**config.mk**
```make
export PLATFORM = sky130hd
export DESIGN_NAME = reg_file
export DESIGN_NICKNAME = d
export VERILOG_FILES = /design/src/rtl/reg_file_pkg.sv /design/src/rtl/reg_file_checker.sv /design/src/rtl/reg_file_write_decoder.sv /design/src/rtl/reg_file.sv
export SDC_FILE = /design/constraint.sdc
export NUM_CORES = 2
export LEC_CHECK = 0
export BUFFER_PORTS_ARGS = -buffer_cell sky130_fd_sc_hd__buf_2
export CAP_MARGIN = 20
export CELL_PAD_IN_SITES_DETAIL_PLACEMENT = 0
export CELL_PAD_IN_SITES_GLOBAL_PLACEMENT = 1
export CORE_MARGIN = 5
export CORE_UTILIZATION = 49
export DETAILED_ROUTE_END_ITERATION = 8
export PLACE_DENSITY = 0.81
export SLEW_MARGIN = 20
export SYNTH_ARGS = -nofsm -noshare
export SYNTH_HDL_FRONTEND = slang
export SYNTH_SLANG_ARGS = --single-unit
```
**constraint.sdc**
```tcl
create_clock -name clk -period 3.3 [get_ports clk]
set_clock_uncertainty 0.05 [all_clocks]
set_input_delay 0.825 -clock clk [delete_from_list [all_inputs] [get_ports clk]]
set_output_delay 0.825 -clock clk [all_outputs]
set_load 0.05 [all_outputs]
```
**src/rtl/reg_file_pkg.sv**
```systemverilog
// Shared register-file constants for the RV32I core and the register file.
package reg_file_pkg;

  localparam int XLEN       = 32;
  localparam int REG_ADDR_W = 5;
  localparam int NUM_REGS   = 32;
  localparam logic [REG_ADDR_W-1:0] ZERO_REG = 5'd0;

  typedef logic [REG_ADDR_W-1:0] reg_idx_t;
  typedef logic [XLEN-1:0]       reg_word_t;

endpackage

```
**src/rtl/reg_file_checker.sv**
```systemverilog
// Property checks on the register-file decoder and read ports.
module reg_file_checker #(
  parameter int XLEN   = 32,
  parameter int ADDR_W = 5
) (
  input logic                 clk,
  input logic                 rst,
  input logic [2**ADDR_W-1:0] wen,
  input logic [ADDR_W-1:0]    rs1_addr,
  input logic [ADDR_W-1:0]    rs2_addr,
  input logic [XLEN-1:0]      rs1_data,
  input logic [XLEN-1:0]      rs2_data
);

  a_wen_onehot0: assert property (@(posedge clk) $onehot0(wen));
  a_wen_x0:      assert property (@(posedge clk) wen[0] == 1'b0);
  a_rs1_x0:      assert property (@(posedge clk) disable iff (rst)
                                  (rs1_addr == '0) |-> (rs1_data == '0));
  a_rs2_x0:      assert property (@(posedge clk) disable iff (rst)
                                  (rs2_addr == '0) |-> (rs2_data == '0));

endmodule

```
**src/rtl/reg_file_write_decoder.sv**
```systemverilog
// One-hot write-enable decoder for the register file; x0 never receives an enable.
module write_decoder #(
  parameter int ADDR_W = 5
) (
  input  logic                 we,
  input  logic [ADDR_W-1:0]    rd_addr,
  output logic [2**ADDR_W-1:0] wen
);

  localparam int NREGS = 2**ADDR_W;

  // decode rd_addr into a single enable bit, leaving bit 0 permanently low
  always_comb begin
    wen = '0;
    for (int i = 1; i < NREGS; i++) begin
      if (we && (rd_addr == ADDR_W'(i))) begin
        wen[i] = 1'b1;
      end else begin
        wen[i] = 1'b0;
      end
    end
  end

endmodule

```
**src/rtl/reg_file.sv**
```systemverilog
// 32 x XLEN integer register file: one clocked write port, two combinational
// read ports, x0 hardwired to zero, optional write-to-read bypass.
import reg_file_pkg::*;

module reg_file #(
  parameter int XLEN   = 32,
  parameter int ADDR_W = 5,
  parameter int BYPASS = 0
) (
  input  logic              clk,
  input  logic              rst,
  input  logic              we,
  input  logic [ADDR_W-1:0] rd_addr,
  input  logic [XLEN-1:0]   rd_data,
  input  logic [ADDR_W-1:0] rs1_addr,
  input  logic [ADDR_W-1:0] rs2_addr,
  output logic [XLEN-1:0]   rs1_data,
  output logic [XLEN-1:0]   rs2_data
);

  localparam int NREGS = 2**ADDR_W;

  logic [NREGS-1:0] wen_s;
  logic [XLEN-1:0]  regs_r [NREGS];

  write_decoder #(
    .ADDR_W (ADDR_W)
  ) u_write_decoder (
    .we      (we),
    .rd_addr (rd_addr),
    .wen     (wen_s)
  );

  // storage array: reset clears every entry and takes priority over writes
  always_ff @(posedge clk) begin
    for (int i = 0; i < NREGS; i++) begin
      if (rst) begin
        regs_r[i] <= '0;
      end else if (wen_s[i]) begin
        regs_r[i] <= rd_data;
      end else begin
        regs_r[i] <= regs_r[i];
      end
    end
  end

  // read port 1; forwarding is suppressed while reset discards the write
  always_comb begin
    rs1_data = '0;
    if (rs1_addr == ADDR_W'(ZERO_REG)) begin
      rs1_data = '0;
    end else if ((BYPASS != 0) && !rst && wen_s[rs1_addr]) begin
      rs1_data = rd_data;
    end else begin
      rs1_data = regs_r[rs1_addr];
    end
  end

  // read port 2
  always_comb begin
    rs2_data = '0;
    if (rs2_addr == ADDR_W'(ZERO_REG)) begin
      rs2_data = '0;
    end else if ((BYPASS != 0) && !rst && wen_s[rs2_addr]) begin
      rs2_data = rd_data;
    end else begin
      rs2_data = regs_r[rs2_addr];
    end
  end

  reg_file_checker #(
    .XLEN   (XLEN),
    .ADDR_W (ADDR_W)
  ) u_checker (
    .clk      (clk),
    .rst      (rst),
    .wen      (wen_s),
    .rs1_addr (rs1_addr),
    .rs2_addr (rs2_addr),
    .rs1_data (rs1_data),
    .rs2_data (rs2_data)
  );

endmodule

```
==> results.rst <==
.. list-table::
   :header-rows: 1

   * - Metric
     - Value
   * - Outcome
     - finished with violations
   * - Violations in the final reports
     - setup timing
   * - Share of synthesized registers carrying an async set or reset
     - 0%
   * - CP Data Arrival Time
     - roughly 2800 ps
   * - Maximum frequency from static timing analysis
     - approximately 0.28 GHz
   * - Top metal layer carrying routed signals
     - met5
   * - Die Width
     - between 300 and 400 um
   * - Met2 wire length
     - around 86000 um
   * - Min-Delay Path Class
     - in2reg
   * - Area share of the largest cell type after synthesis
     - 55.7%
   * - Post-DP HPWL
     - 111000 um
   * - Post-Syn Nets
     - 3641
   * - Cell Rows
     - about 120
   * - Power per standard cell area
     - 487 mW/mm^2
   * - Number of hold-repair buffers added at the cts stage
     - 0
   * - Detailed-route via count
     - about 37000
   * - Iteration-0 DRC Markers
     - approximately 6400
   * - Pin slew with the least headroom to its limit
     - approximately 1100 ps
   * - Number of flops mapped to enable cells by yosys
     - 992
   * - Sequential fraction of the synthesis area
     - between 50% and 60%
   * - Setup crit start
     - rs2_addr[0]
   * - Wire length of the first global-routing pass
     - about 270000 um
   * - Dominant cells by area after synthesis
     - sky130_fd_sc_hd__edfxtp_1 56%, sky130_fd_sc_hd__mux4_2 17%, sky130_fd_sc_hd__and2_1 12%
   * - Leading area contributor after synthesis
     - sky130_fd_sc_hd__edfxtp_1
   * - Cell count after synthesis
     - between 3000 and 4000
   * - Number of antenna violations at the first check in global routing
     - 18
   * - PortBufs
     - around 110
   * - Final setup violation count
     - 64
   * - DIE AREA
     - between 0.1 and 0.15 sq mm
   * - Y dimension of the die
     - 340 um
   * - Vias per Instance
     - ~7
   * - Filler cells
     - around 7900
   * - Wire length on met3
     - between 30000 and 40000 um
   * - Vias in the first global route
     - ~37000
   * - Worst vdd ir
     - between 300 and 400 uV
   * - Core ar.
     - between 0.1 and 0.15 sq mm
   * - Post-synthesis cell area
     - 0.0535 sq mm
   * - Largest register FFs
     - approximately 1000
   * - Ys flop type
     - sky130_fd_sc_hd__edfxtp_1
   * - Length of the first detailed-routing pass in iterations
     - 6
   * - DR DRC count
     - 0
   * - Detailed-route wire length on metal 1
     - 70000 um
   * - Clock transition at the registers of the reported paths
     - around 70 ps
   * - Wire per inst
     - about 37 um
   * - Commonest cells in the synthesized netlist
     - 995 x sky130_fd_sc_hd__and2_1, 992 x sky130_fd_sc_hd__edfxtp_1, 407 x sky130_fd_sc_hd__mux4_2
   * - Finished Core Util
     - around 60%
   * - Worst Setup Slack, final
     - -321 ps
   * - Top-level I/O count
     - about 110
   * - Nature of the critical path startpoint
     - input port
   * - Capturing element of the worst setup path
     - rs2_data[2]
   * - Cts bufs inserted
     - roughly 100
   * - Total count of hold-check failures in the final report
     - 0
   * - Fraction of layout instances using a drive strength above 1
     - a little over a third
   * - Synth Warn #
     - 0
   * - Count of cell types in the netlist
     - 42
   * - Max FO, Critical Path
     - 16
   * - Pin count of the biggest net entering global routing
     - 39
   * - Number of nets with antenna violations after detailed routing
     - 0
   * - Critical Path Sink Type
     - output port
   * - Register name with the most flops
     - regs_r
   * - Worst-case setup slack after placement
     - -592 ps
   * - Fin nets
     - roughly 3900
   * - Final global-route overflow total
     - 0
   * - Required time reported for the critical path endpoint
     - about 2400 ps
   * - Routability Congestion
     - approximately 0.87
   * - Minimum clock period after layout
     - about 3600 ps
   * - Area Growth Syn to Fin
     - 22.5%
   * - Number of buffers on the longest clock path
     - 3
   * - WL final
     - a little under 200000 um
   * - Category of the critical setup timing path
     - in2out
   * - Cell Count Post-Placement
     - roughly 5100
   * - Number of pins with negative max-slew slack in the final report
     - 0
   * - Setup tns final
     - -12290 ps
   * - Count of clock tree sinks
     - between 900 and 1000
   * - Overall global routing resource usage
     - 33.4%
   * - Max-cap check violation count
     - 0
   * - LEAKAGE
     - roughly 0.023 uW
   * - Registers with the most flip-flops
     - regs_r (992)
   * - Flip-flop and latch count after synthesis
     - approximately 990
   * - Relative slew slack
     - about 28%
   * - Setup repair after global routing missed its margin
     - true
   * - Final Instance Count excl. Fillers
     - around 5400
   * - TritonCTS clock tree
     - done
   * - Average footprint of a synthesized cell
     - 14.9 sq um
   * - Initial core utilization
     - a little under 50%
   * - Ratio of final minimum period to clock period
     - 110%
   * - Most instantiated library cell after synthesis
     - sky130_fd_sc_hd__and2_1
   * - Root Buffer Master
     - sky130_fd_sc_hd__clkbuf_16
   * - H-Tree Depth
     - 3
-- layer usage --
metal / track usage [%] / up-vias
met5: 0 / -
met4: 14.2 / 2
met3: 11.8 / 573
met2: 49.3 / 3302
met1: 45.4 / 18700
li1: - / 14300
-- stage by stage --
step	total power [uW]	instance area, sq um	hold WS (ps)
after detailed placement	19800	58900	1390
final	31900	65500	681
after global routing	32600	65500	710
after global placement	19700	58900	1370
after floorplan	17900	53800	973
after CTS	31700	64900	654
-- placed cells by master, fill, tap and decap left out, drive strengths merged, types with 16 or more instances in the layout --
cell type and count:
a22oi 62, o21bai 36, mux4 433, nand3 22
nor3 16, clkinv 46, clkbuf 128, buf 549
nor2 94, a211o 35, o22ai 67, edfxtp 992
and2 995, o21ai 48, a221oi 28, mux2i 149
nor2b 23, nand2 54, mux2 92
-- worst max-delay path: stages --
cell and delay [ps]:
sky130_fd_sc_hd__buf_16 120, sky130_fd_sc_hd__buf_16 180, sky130_fd_sc_hd__buf_16 200, sky130_fd_sc_hd__buf_4 140, sky130_fd_sc_hd__mux4_2 490, sky130_fd_sc_hd__mux2i_1 150
sky130_fd_sc_hd__o22ai_1 120, sky130_fd_sc_hd__a211o_2 330, sky130_fd_sc_hd__buf_6 160
-- timing repair --
item	in CTS	in global routing
buffers inserted	53	30
endpoints found under the setup margin	64	64
gates cloned	36	9
resized for setup	315	118
pin swaps	57	60
-- final cells by class --
class / count / area [sq um] / share of cell area (%)
well taps: 1414 / 1770 / 2.70
flip-flops and latches: 992 / 29800 / 45.4
clock buffers: 119 / 2680 / 4.09
clock inverters: 62 / 562 / 0.857
multi-input cells: 2210 / 23200 / 35.4
inverters: 2 / 11.3 / 0.0172
repair buffers: 561 / 7490 / 11.4
diodes: 4 / 10.0 / 0.0153
-- kinds of logic after synthesis --
| family | count (synthesis) | share of synthesized area, % |
|---|---|---|
| AND/OR/NAND/NOR | 1232 | 13.7 |
| flip-flops | 992 | 55.7 |
| AO/OA/AOI/OAI | 304 | 4.06 |
| buffers and inverters | 389 | 3.45 |
| multiplexers | 674 | 23.1 |
-- worst min-delay path by stage --
stage | start | to | slack (ps) | cells past startpoint
2_1_floorplan | rd_data[31] | regs_r[1][31] | 970 | 1
3_3_place_gp | rd_data[23] | regs_r[3][23] | 1370 | 2
4_1_cts | rd_data[1] | regs_r[30][1] | 650 | 2
3_5_place_dp | rd_data[1] | regs_r[30][1] | 1390 | 2
6_report | rd_data[1] | regs_r[30][1] | 680 | 2
5_1_grt | rd_data[23] | regs_r[4][23] | 710 | 2
-- report_power, final --
part | internal (uW) | switching (uW)
combinational | 2470 | 2940
sequential | 14600 | 391
clock | 6490 | 5050
total | 23500 | 8380
Note: power is estimated with default switching activity, not from simulation.
